==> src/rtl/fifo_axis_pkg.sv <==
// Shared types and constants for the FIFO-to-AXI-Stream drain stage.
package fifo_axis_pkg;

  localparam int unsigned BUF_DEPTH       = 2;
  localparam int unsigned AXIS_DATA_WIDTH = 8;

  typedef enum logic [1:0] {
    IDLE,
    RUN,
    DRAIN
  } state_t;

  typedef struct packed {
    logic [AXIS_DATA_WIDTH-1:0] tdata;
    logic                       tlast;
  } buf_entry_t;

endpackage

==> src/rtl/axis_skid_buf.sv <==
// Two-entry output buffer: pushes from the FIFO read side, head drives the AXIS master outputs.
module axis_skid_buf
  import fifo_axis_pkg::*;
#(
  parameter int unsigned DATA_WIDTH = 8
) (
  input  logic                  clk,
  input  logic                  rst,
  input  logic                  push,
  input  logic [DATA_WIDTH-1:0] push_data,
  input  logic                  push_last,
  output logic [1:0]            cnt,
  output logic [DATA_WIDTH-1:0] tdata,
  output logic                  tvalid,
  output logic                  tlast,
  input  logic                  tready
);

  typedef struct packed {
    logic [DATA_WIDTH-1:0] tdata;
    logic                  tlast;
  } entry_t;

  entry_t mem [BUF_DEPTH];
  logic   wr_ptr;
  logic   rd_ptr;
  logic   pop;

  assign tvalid = (cnt != '0);
  assign tdata  = mem[rd_ptr].tdata;
  assign tlast  = mem[rd_ptr].tlast;
  assign pop    = tvalid && tready;

  always_ff @(posedge clk) begin
    if (rst) begin
      for (int unsigned i = 0; i < BUF_DEPTH; i++) begin
        mem[i] <= '0;
      end
      wr_ptr <= 1'b0;
      rd_ptr <= 1'b0;
      cnt    <= '0;
    end else begin
      if (push) begin
        mem[wr_ptr] <= '{tdata: push_data, tlast: push_last};
        wr_ptr      <= ~wr_ptr;
      end
      if (pop) begin
        rd_ptr <= ~rd_ptr;
      end
      case ({push, pop})
        2'b10:   cnt <= cnt + 2'd1;
        2'b01:   cnt <= cnt - 2'd1;
        default: cnt <= cnt;
      endcase
    end
  end

endmodule

==> src/rtl/fifo_axis_reader.sv <==
// Drains a programmed number of words from an FWFT FIFO and emits them as one AXI4-Stream packet.
module fifo_axis_reader
  import fifo_axis_pkg::*;
#(
  parameter int unsigned DATA_WIDTH = 8,
  parameter int unsigned LEN_WIDTH  = 16
) (
  input  logic                  i_clk,
  input  logic                  i_s_rst,
  input  logic                  i_start,
  input  logic [LEN_WIDTH-1:0]  i_pkt_len,
  output logic                  o_busy,
  output logic                  o_done,
  input  logic                  i_fifo_empty,
  input  logic [DATA_WIDTH-1:0] i_fifo_data,
  output logic                  o_fifo_rd_en,
  output logic [DATA_WIDTH-1:0] o_m_axis_tdata,
  output logic                  o_m_axis_tvalid,
  output logic                  o_m_axis_tlast,
  input  logic                  i_m_axis_tready
);

  localparam logic [1:0]           BUF_FULL = 2'(BUF_DEPTH);
  localparam logic [LEN_WIDTH-1:0] LEN_ONE  = LEN_WIDTH'(1);

  state_t               state, state_next;
  logic [LEN_WIDTH-1:0] len, len_next;
  logic [LEN_WIDTH-1:0] pop_cnt, pop_cnt_next;
  logic                 done_next;
  logic [1:0]           buf_cnt;
  logic                 last_word;
  logic                 tlast_hs;

  // pop_cnt never reaches len while in RUN, so len-1 is the only value compared.
  assign last_word    = (pop_cnt == len - LEN_ONE);
  assign o_fifo_rd_en = (state == RUN) && !i_fifo_empty &&
                        ((buf_cnt < BUF_FULL) || i_m_axis_tready);
  assign tlast_hs     = o_m_axis_tvalid && i_m_axis_tready && o_m_axis_tlast;
  assign o_busy       = (state != IDLE);

  always_comb begin
    state_next   = state;
    len_next     = len;
    pop_cnt_next = pop_cnt;
    done_next    = 1'b0;
    case (state)
      IDLE: begin
        if (i_start) begin
          if (i_pkt_len != '0) begin
            state_next   = RUN;
            len_next     = i_pkt_len;
            pop_cnt_next = '0;
          end else begin
            done_next = 1'b1;
          end
        end
      end
      RUN: begin
        if (o_fifo_rd_en) begin
          pop_cnt_next = pop_cnt + LEN_ONE;
          if (last_word) begin
            state_next = DRAIN;
          end
        end
      end
      DRAIN: begin
        if (tlast_hs) begin
          state_next = IDLE;
          done_next  = 1'b1;
        end
      end
      default: state_next = IDLE;
    endcase
  end

  always_ff @(posedge i_clk) begin
    if (i_s_rst) begin
      state   <= IDLE;
      len     <= '0;
      pop_cnt <= '0;
      o_done  <= 1'b0;
    end else begin
      state   <= state_next;
      len     <= len_next;
      pop_cnt <= pop_cnt_next;
      o_done  <= done_next;
    end
  end

  axis_skid_buf #(
    .DATA_WIDTH(DATA_WIDTH)
  ) u_buf (
    .clk      (i_clk),
    .rst      (i_s_rst),
    .push     (o_fifo_rd_en),
    .push_data(i_fifo_data),
    .push_last(last_word),
    .cnt      (buf_cnt),
    .tdata    (o_m_axis_tdata),
    .tvalid   (o_m_axis_tvalid),
    .tlast    (o_m_axis_tlast),
    .tready   (i_m_axis_tready)
  );

endmodule

==> config.mk <==
export PLATFORM = sky130hd
export DESIGN_NAME = fifo_axis_reader
export DESIGN_NICKNAME = d
export VERILOG_FILES = /design/src/rtl/fifo_axis_pkg.sv /design/src/rtl/axis_skid_buf.sv /design/src/rtl/fifo_axis_reader.sv
export SDC_FILE = /design/constraint.sdc
export NUM_CORES = 1
export LEC_CHECK = 0
export CAP_MARGIN = 20
export CORE_ASPECT_RATIO = 1.1
export CORE_MARGIN = 3
export CORE_UTILIZATION = 35
export CTS_CLUSTER_DIAMETER = 60
export DETAILED_ROUTE_END_ITERATION = 8
export GPL_TIMING_DRIVEN = 0
export HOLD_SLACK_MARGIN = 0.06
export PLACE_DENSITY = 0.66
export SETUP_SLACK_MARGIN = 0.4
export SLEW_MARGIN = 20
export SYNTH_ARGS = -nofsm -noshare
export SYNTH_HDL_FRONTEND = slang
export SYNTH_SLANG_ARGS = --single-unit
==> constraint.sdc <==
create_clock -name i_clk -period 2.45 [get_ports i_clk]
set_clock_uncertainty 0.15 [all_clocks]
set_input_delay 0.49 -clock i_clk [delete_from_list [all_inputs] [get_ports i_clk]]
set_output_delay 0.49 -clock i_clk [all_outputs]
set_load 0.01 [all_outputs]
==> summary.md, run 1 <==
| Metric | Value |
|---|---|
| WHS | 0.269 ns |
| Worst-Margin Slew | roughly 0.54 ns |
| Critical-path cell list | inv_2, ha_4, nor3b_4, nand4_1, xnor2_1, a211o_1, or4_1, o21ai_1 |
| FMAX | 443 MHz |
| Cell area after synthesis | roughly 0.003 sq mm |
| Number of distinct library cells after synthesis | 50 |
| Fin util | 49.7% |
| PwrDens | about 630 mW/mm^2 |
| Placed cell area | 0.00365 sq mm |
| Design area | 0.00420 sq mm |
| I/O pins | 42 |
| Post-route DRC | 0 |
| Fin. Hold Viols | 0 |
| Worst min-delay path class | input port to flip-flop |
| Gate count after technology mapping | 321 |
| Setup ws final | 0.190 ns |
| DP Cell Count | 473 |
| CTS H-tree depth | 3 |
| Placeable Area | 0.00845 sq mm |
| Detail Route Antenna Nets | 0 |
| Tcrit/Tclk final | 92.2% |
| Net count, final | approximately 430 |
| Crit Path Max Fanout | 5 |
| RSZ-0062 raised after global routing | yes |
| Count leader, synth | nor2_1 |
| CP max-delay cell | or4_1 |
| Die ar. | 0.00993 sq mm |
| Pwr Total | 2.63 mW |
| Synth warn | 0 |
| Vias/cell | 5.15 |
| CTS max path bufs | 2 |
| Antenna diode count | 0 |
| CP Launch Type | flip-flop |
| Multi-input logic area | 0.00188 sq mm |
| Outcome | finished clean |
| Yosys reg bits | 58 |
| Avg WL per Cell | 15.4 um |
| First-pass GRT wire length | 12600 um |
| Vias in the first global route | 2555 |
| Register area share after synthesis | 43.7% |
| Setup Viol. Count Final | 0 |
| DRT Pass-1 Iters | 4 |
| Setup TNS | 0 ns |
| Top cells by area, synth | dfxtp_1 (26%), edfxtp_1 (18%), xnor2_1 (8.0%) |
| Pin count of the biggest net entering global routing | 12 |
| Commonest cells post-synth | nor2_1 (45), dfxtp_1 (40), xnor2_1 (28), edfxtp_1 (18), nor4_1 (18) |
| Fraction of registers with async set/reset | 0% |
| CTS Buf Count | 9 |
| CTS tree | done |
| P_leak | 1.70 nW |
| PortBufs | 41 |
| Remaining global-route overflow | 0 |
| Relative slew slack | 63.8% |
| Syn Nets | 353 |
| Bufs and invs on worst path | 1 |
| DR iter-0 viols | roughly 170 |
| Initial Utilization | 36.3% |
| Number of flops mapped to enable cells by yosys | 18 |
| Area Growth Syn to Fin | 36.9% |
| CP endpoint kind | flip-flop |
| Max Cap Violations | 0 |
| Clock insertion delay at the later pin of the skew report | around 0.34 ns |
| Top_reg_cell synth | dfxtp_1 |
| Die outline width | between 90 and 100 um |
| Tot GR Track Use | 16.3% |
| Avg Synthesized Cell Area | 9.56 sq um |
| Antenna violations before repair | 0 |
| Layout Cells excl Fill | 510 |
| Max-slew violations | 0 |
| Placer's final routability congestion estimate | 0.813 |
| Crit path time final | 2.26 ns |
| Clock transition at path regs | about 0.070 ns |
| Root Driver | clkbuf_8 |
| Site Rows | 35 |
| Signal arrival time at the worst endpoint | 2.38 ns |
| Total number of vias | 2629 |
| Crit path kind | flip-flop to flip-flop |
| Hold Buf Count CTS | 0 |
| Dominant cell type by area after synthesis | dfxtp_1 |
| Die height | 104 um |
| Maximum vdd drop | 0.000279 V |
| Hpwl dp | 5290 um |
| Fillers | 785 |
| CTS sink count | 58 |
| Max incr delay on CP | 0.42 ns |
| FF/Latch Area | 0.00135 sq mm |
| CP Data Required Time | 2.57 ns |
| WL final | 7830 um |
| Layout cells sized above 1 | approximately 29% |
| Top cell type's share of synthesized area | 26.1% |
| Top delay family on crit path | simple AND/OR/NAND/NOR gates |
| Dpl ws | -0.605 ns |
-- routing by layer --
metal / wire length, um / up-vias / global-route usage (%)
met1: 3270 / 1251 / 19.5
met5: 0 / - / 0
met2: 4060 / 61 / 27.8
met3: 403 / 10 / 4.12
met4: 101 / 0 / 5.36
li1: - / 1307 / -
-- power breakdown --
| part | internal [mW] | switching, mW |
|---|---|---|
| clock | 0.552 | 0.369 |
| sequential | 1.04 | 0.0526 |
| combinational | 0.319 | 0.293 |
-- timing repair --
action,in CTS,in global routing
gates cloned,4,0
gates resized for setup,96,41
endpoints found under the setup margin,84,64
pin swaps,12,9
buffers inserted,17,0
-- cells by family after synthesis --
family / share of synthesized area (%)
AND/OR/NAND/NOR: 26.5
flip-flops: 43.7
XOR/XNOR: 10.6
AO/OA/AOI/OAI: 6.12
multiplexers: 8.85
buffers and inverters: 3.02
adder cells (fa/ha/maj): 1.22
-- final cells by class --
cell class | count | area share [%]
repair buffers | 60 | 11.9
clock inverters | 2 | 0.834
plain buffers | 15 | 2.20
multi-input cells | 241 | 44.7
clock buffers | 14 | 4.11
well taps | 111 | 3.31
inverters | 9 | 0.804
flip-flops and latches | 58 | 32.2
-- placed cells by master, fill, tap and decap left out, types with 10 or more instances in the layout --
master	synthesis	layout
buf_4	0	17
edfxtp_1	18	18
clkbuf_8	0	14
clkbuf_2	0	10
and2_1	10	10
and3_1	11	10
xnor2_1	28	28
nand3_1	12	11
clkdlybuf4s50_1	0	11
nor2_1	45	43
dfxtp_1	40	35
nand2_1	13	12
mux2i_1	17	17
buf_2	2	11
-- sequential cells by signal, summed over array words and instances (netlist names), named ones only --
name / count
len: 16
o_done: 1
pop_cnt: 16
state: 2
u_buf.cnt: 2
u_buf.mem: 18
u_buf.rd_ptr: 1
u_buf.wr_ptr: 1
-- worst paths after layout --
check	slack [ns]	end	depth (start not counted)	start
max	0.19	state[1]$_SDFFE_PP0P_	8	len[1]$_SDFFE_PP0P_
min	0.27	len[15]$_SDFFE_PP0P_	3	i_pkt_len[15]
max reg2reg	0.19	state[1]$_SDFFE_PP0P_	8	len[1]$_SDFFE_PP0P_
min reg2reg	0.39	u_buf.rd_ptr$_SDFFE_PP0P_	2	u_buf.rd_ptr$_SDFFE_PP0P_
-- tightest hold or removal path, stage by stage --
cell and delay (ns):
clkbuf_2 0.10, mux2i_1 0.06, nor2_1 0.07
Power figures use the tool's default switching activity.
==> run 2: changes to the inputs <==
==> constraint.sdc (replaced) <==
create_clock -name i_clk -period 2.45 [get_ports i_clk]
set_clock_uncertainty 0.15 [all_clocks]
set_input_delay 0.49 -clock i_clk [delete_from_list [all_inputs] [get_ports i_clk]]
set_output_delay 0.49 -clock i_clk [all_outputs]
set_load 0.1 [all_outputs]
==> summary.md, run 2 (same netlist as run 1, synthesis figures left out) <==
| Metric | Value |
|---|---|
| Hold Buf Count CTS | 0 (unchanged) |
| Antenna diode count | 0 (unchanged) |
| PwrDens | 697 mW/mm^2 (+11%) |
| PortBufs | 41 (unchanged) |
| Antenna violations before repair | 0 (unchanged) |
| Post-route DRC | 0 (unchanged) |
| Placeable Area | 0.00845 sq mm (unchanged) |
| Area Growth Syn to Fin | 40.9% |
| DRT Pass-1 Iters | 4 (unchanged) |
| CTS tree | done |
| P_leak | 1.70 nW (about the same) |
| Max-slew violations | 0 (unchanged) |
| Most frequent cells in the layout | nor2_1 (43), dfxtp_1 (35), xnor2_1 (28) |
| Worst-Margin Slew | 0.576 ns (+0.0337 ns) |
| Setup Viol. Count Final | 0 (unchanged) |
| Site Rows | 35 (unchanged) |
| FMAX | 427 MHz (-3.5%) |
| Initial Utilization | 36.3% (unchanged) |
| Signal arrival time at the worst endpoint | 2.46 ns (+0.08 ns) |
| CP Data Required Time | 2.57 ns (about the same) |
| DR iter-0 viols | 78 (-53%) |
| Pin count of the biggest net entering global routing | 12 (unchanged) |
| CP Launch Type | flip-flop |
| Outcome | finished clean |
| CTS max path bufs | 2 (unchanged) |
| Max Cap Violations | 0 (unchanged) |
| Remaining global-route overflow | 0 (unchanged) |
| Tcrit/Tclk final | 95.6% (+3.4 points) |
| Clock transition at path regs | 0.07 ns (about the same) |
| Crit Path Max Fanout | 5 (unchanged) |
| Commonest non-fill, non-tap cell in the layout | nor2_1 |
| First-pass GRT wire length | 12500 um (-1.0%) |
| CTS sink count | 58 (unchanged) |
| Tot GR Track Use | 16.1% (-0.14 points) |
| CTS H-tree depth | 3 (unchanged) |
| Top reg by flops | u_buf.mem |
| CP endpoint kind | flip-flop |
| Layout cells sized above 1 | 29.0% (+0.40 points) |
| Total number of vias | 2639 (+0.38%) |
| Max reg flops | 18 (unchanged) |
| Net count, final | 424 (-0.47%) |
| WHS Path Cells | 3 (unchanged) |
| Crit path time final | 2.34 ns (+0.0824 ns) |
| Worst min-delay path class | input port to flip-flop |
| Clock insertion delay at the later pin of the skew report | 0.34 ns (about the same) |
| Root Driver | clkbuf_8 |
| RSZ-0062 raised after global routing | yes |
| Vias/cell | 5.19 (+0.78%) |
| Die ar. | 0.00993 sq mm (unchanged) |
| Die height | 104 um (unchanged) |
| Pwr Total | 3.01 mW (+14%) |
| CTS Buf Count | 9 (unchanged) |
| Fillers | 757 (-3.6%) |
| FF-to-FF path depth | 9 (+1) |
| Regs by FF count | u_buf.mem x18, len x16, pop_cnt x16 |
| Hpwl dp | 5370 um (+1.6%) |
| Maximum vdd drop | 0.000278 V (-0.42%) |
| Avg WL per Cell | 15.2 um (-0.98%) |
| Crit path kind | flip-flop to flip-flop |
| Relative slew slack | 61.6% (-2.2 points) |
| WL final | 7730 um (-1.4%) |
| Vias in the first global route | 2583 (+1.1%) |
| Fin. Hold Viols | 0 (unchanged) |
| Setup TNS | 0 ns (unchanged) |
| Placer's final routability congestion estimate | 0.857 (+5.4%) |
| Die outline width | 95.3 um (unchanged) |
| I/O pins | 42 (unchanged) |
| Detail Route Antenna Nets | 0 (unchanged) |
==> run 2: cell count changes in the layout (fill, tap and decap cells not counted), moves of 3 or more <==
cell             previous run  this run
buf_2                      11         3
buf_12                      0         4
clkbuf_8                   14        10
clkdlybuf4s15_1             3         6
buf_6                       3         8
buf_8                       1         4
dlymetal6s2s_1              6         3
mux2_2                      8         5
mux2_4                      1         4
buf_4                      17        14
clkbuf_1                    7         4
==> run 2: path summary, 6_finish.rpt <==
| check | from | slack, ns | to |
|---|---|---|---|
| worst max-delay path | len[0]$_SDFFE_PP0P_ | 0.11 | state[1]$_SDFFE_PP0P_ |
| worst min-delay path | i_pkt_len[12] | 0.28 | len[12]$_SDFFE_PP0P_ |
| worst max register to register | len[0]$_SDFFE_PP0P_ | 0.11 | state[1]$_SDFFE_PP0P_ |
| worst min register to register | u_buf.rd_ptr$_SDFFE_PP0P_ | 0.37 | u_buf.rd_ptr$_SDFFE_PP0P_ |
==> run 2: area by class of cell <==
type / count / area (sq um) / area share, %
buffer: 15 / 93.8 / 2.17
clock buffer: 9 / 124 / 2.87
clock inverter: 7 / 93.8 / 2.17
inverter: 9 / 37.5 / 0.868
multi-input combinational: 239 / 1860 / 43.0
sequential: 58 / 1350 / 31.3
tap: 111 / 139 / 3.21
timing repair buffer: 60 / 623 / 14.4
==> run 2: critical path, cell delays in order, from the launching register on <==
cell and delay [ns]:
dfxtp_4 0.36, inv_2 0.06, ha_4 0.13, nor3b_4 0.29, buf_6 0.16, nand4_1 0.11
xnor2_1 0.16, a211o_1 0.29, or4_1 0.42, o21ai_1 0.15
==> run 2: what timing repair did <==
item / 4_1_cts / 5_1_grt
resized for setup: 133 / 57
setup endpoints to repair: 85 / 62
buffers inserted: 14 / 3
gates cloned: 1 / 1
pin swaps: 15 / 12
==> run 2: per-stage QoR <==
step                hold WS, ns  area, sq um  instances  worst slack [ns]  utilization, %
CTS                       0.364         4140        504             0.171            49.0
floorplan                 0.317         3110        321             0.276               -
finish                    0.278         4320        508             0.108            51.1
detailed placement        0.355         3660        473             -1.17            43.3
global route              0.293         4320        508           0.00931            51.1
global placement          0.339         3660        473             -1.15            43.3
==> run 2: report_power, final <==
| part | internal [mW] | total [mW] | switching (mW) | leakage [nW] |
|---|---|---|---|---|
| clock | 0.570 | 0.975 | 0.405 | 0.107 |
| combinational | 0.389 | 0.941 | 0.552 | 1.08 |
| sequential | 1.05 | 1.10 | 0.0487 | 0.516 |
| total | 2.01 | 3.01 | 1.01 | 1.70 |
==> run 2: layer usage <==
metal | part of all wire, % | wire [um] | up-vias | GRT usage, %
li1 | - | - | 1308 | -
met5 | 0 | 0 | - | 0
met3 | 4.5 | 347 | 15 | 4.20
met4 | 1.6 | 127 | 0 | 5.46
met1 | 42 | 3280 | 1258 | 19.0
met2 | 51 | 3970 | 58 | 27.8
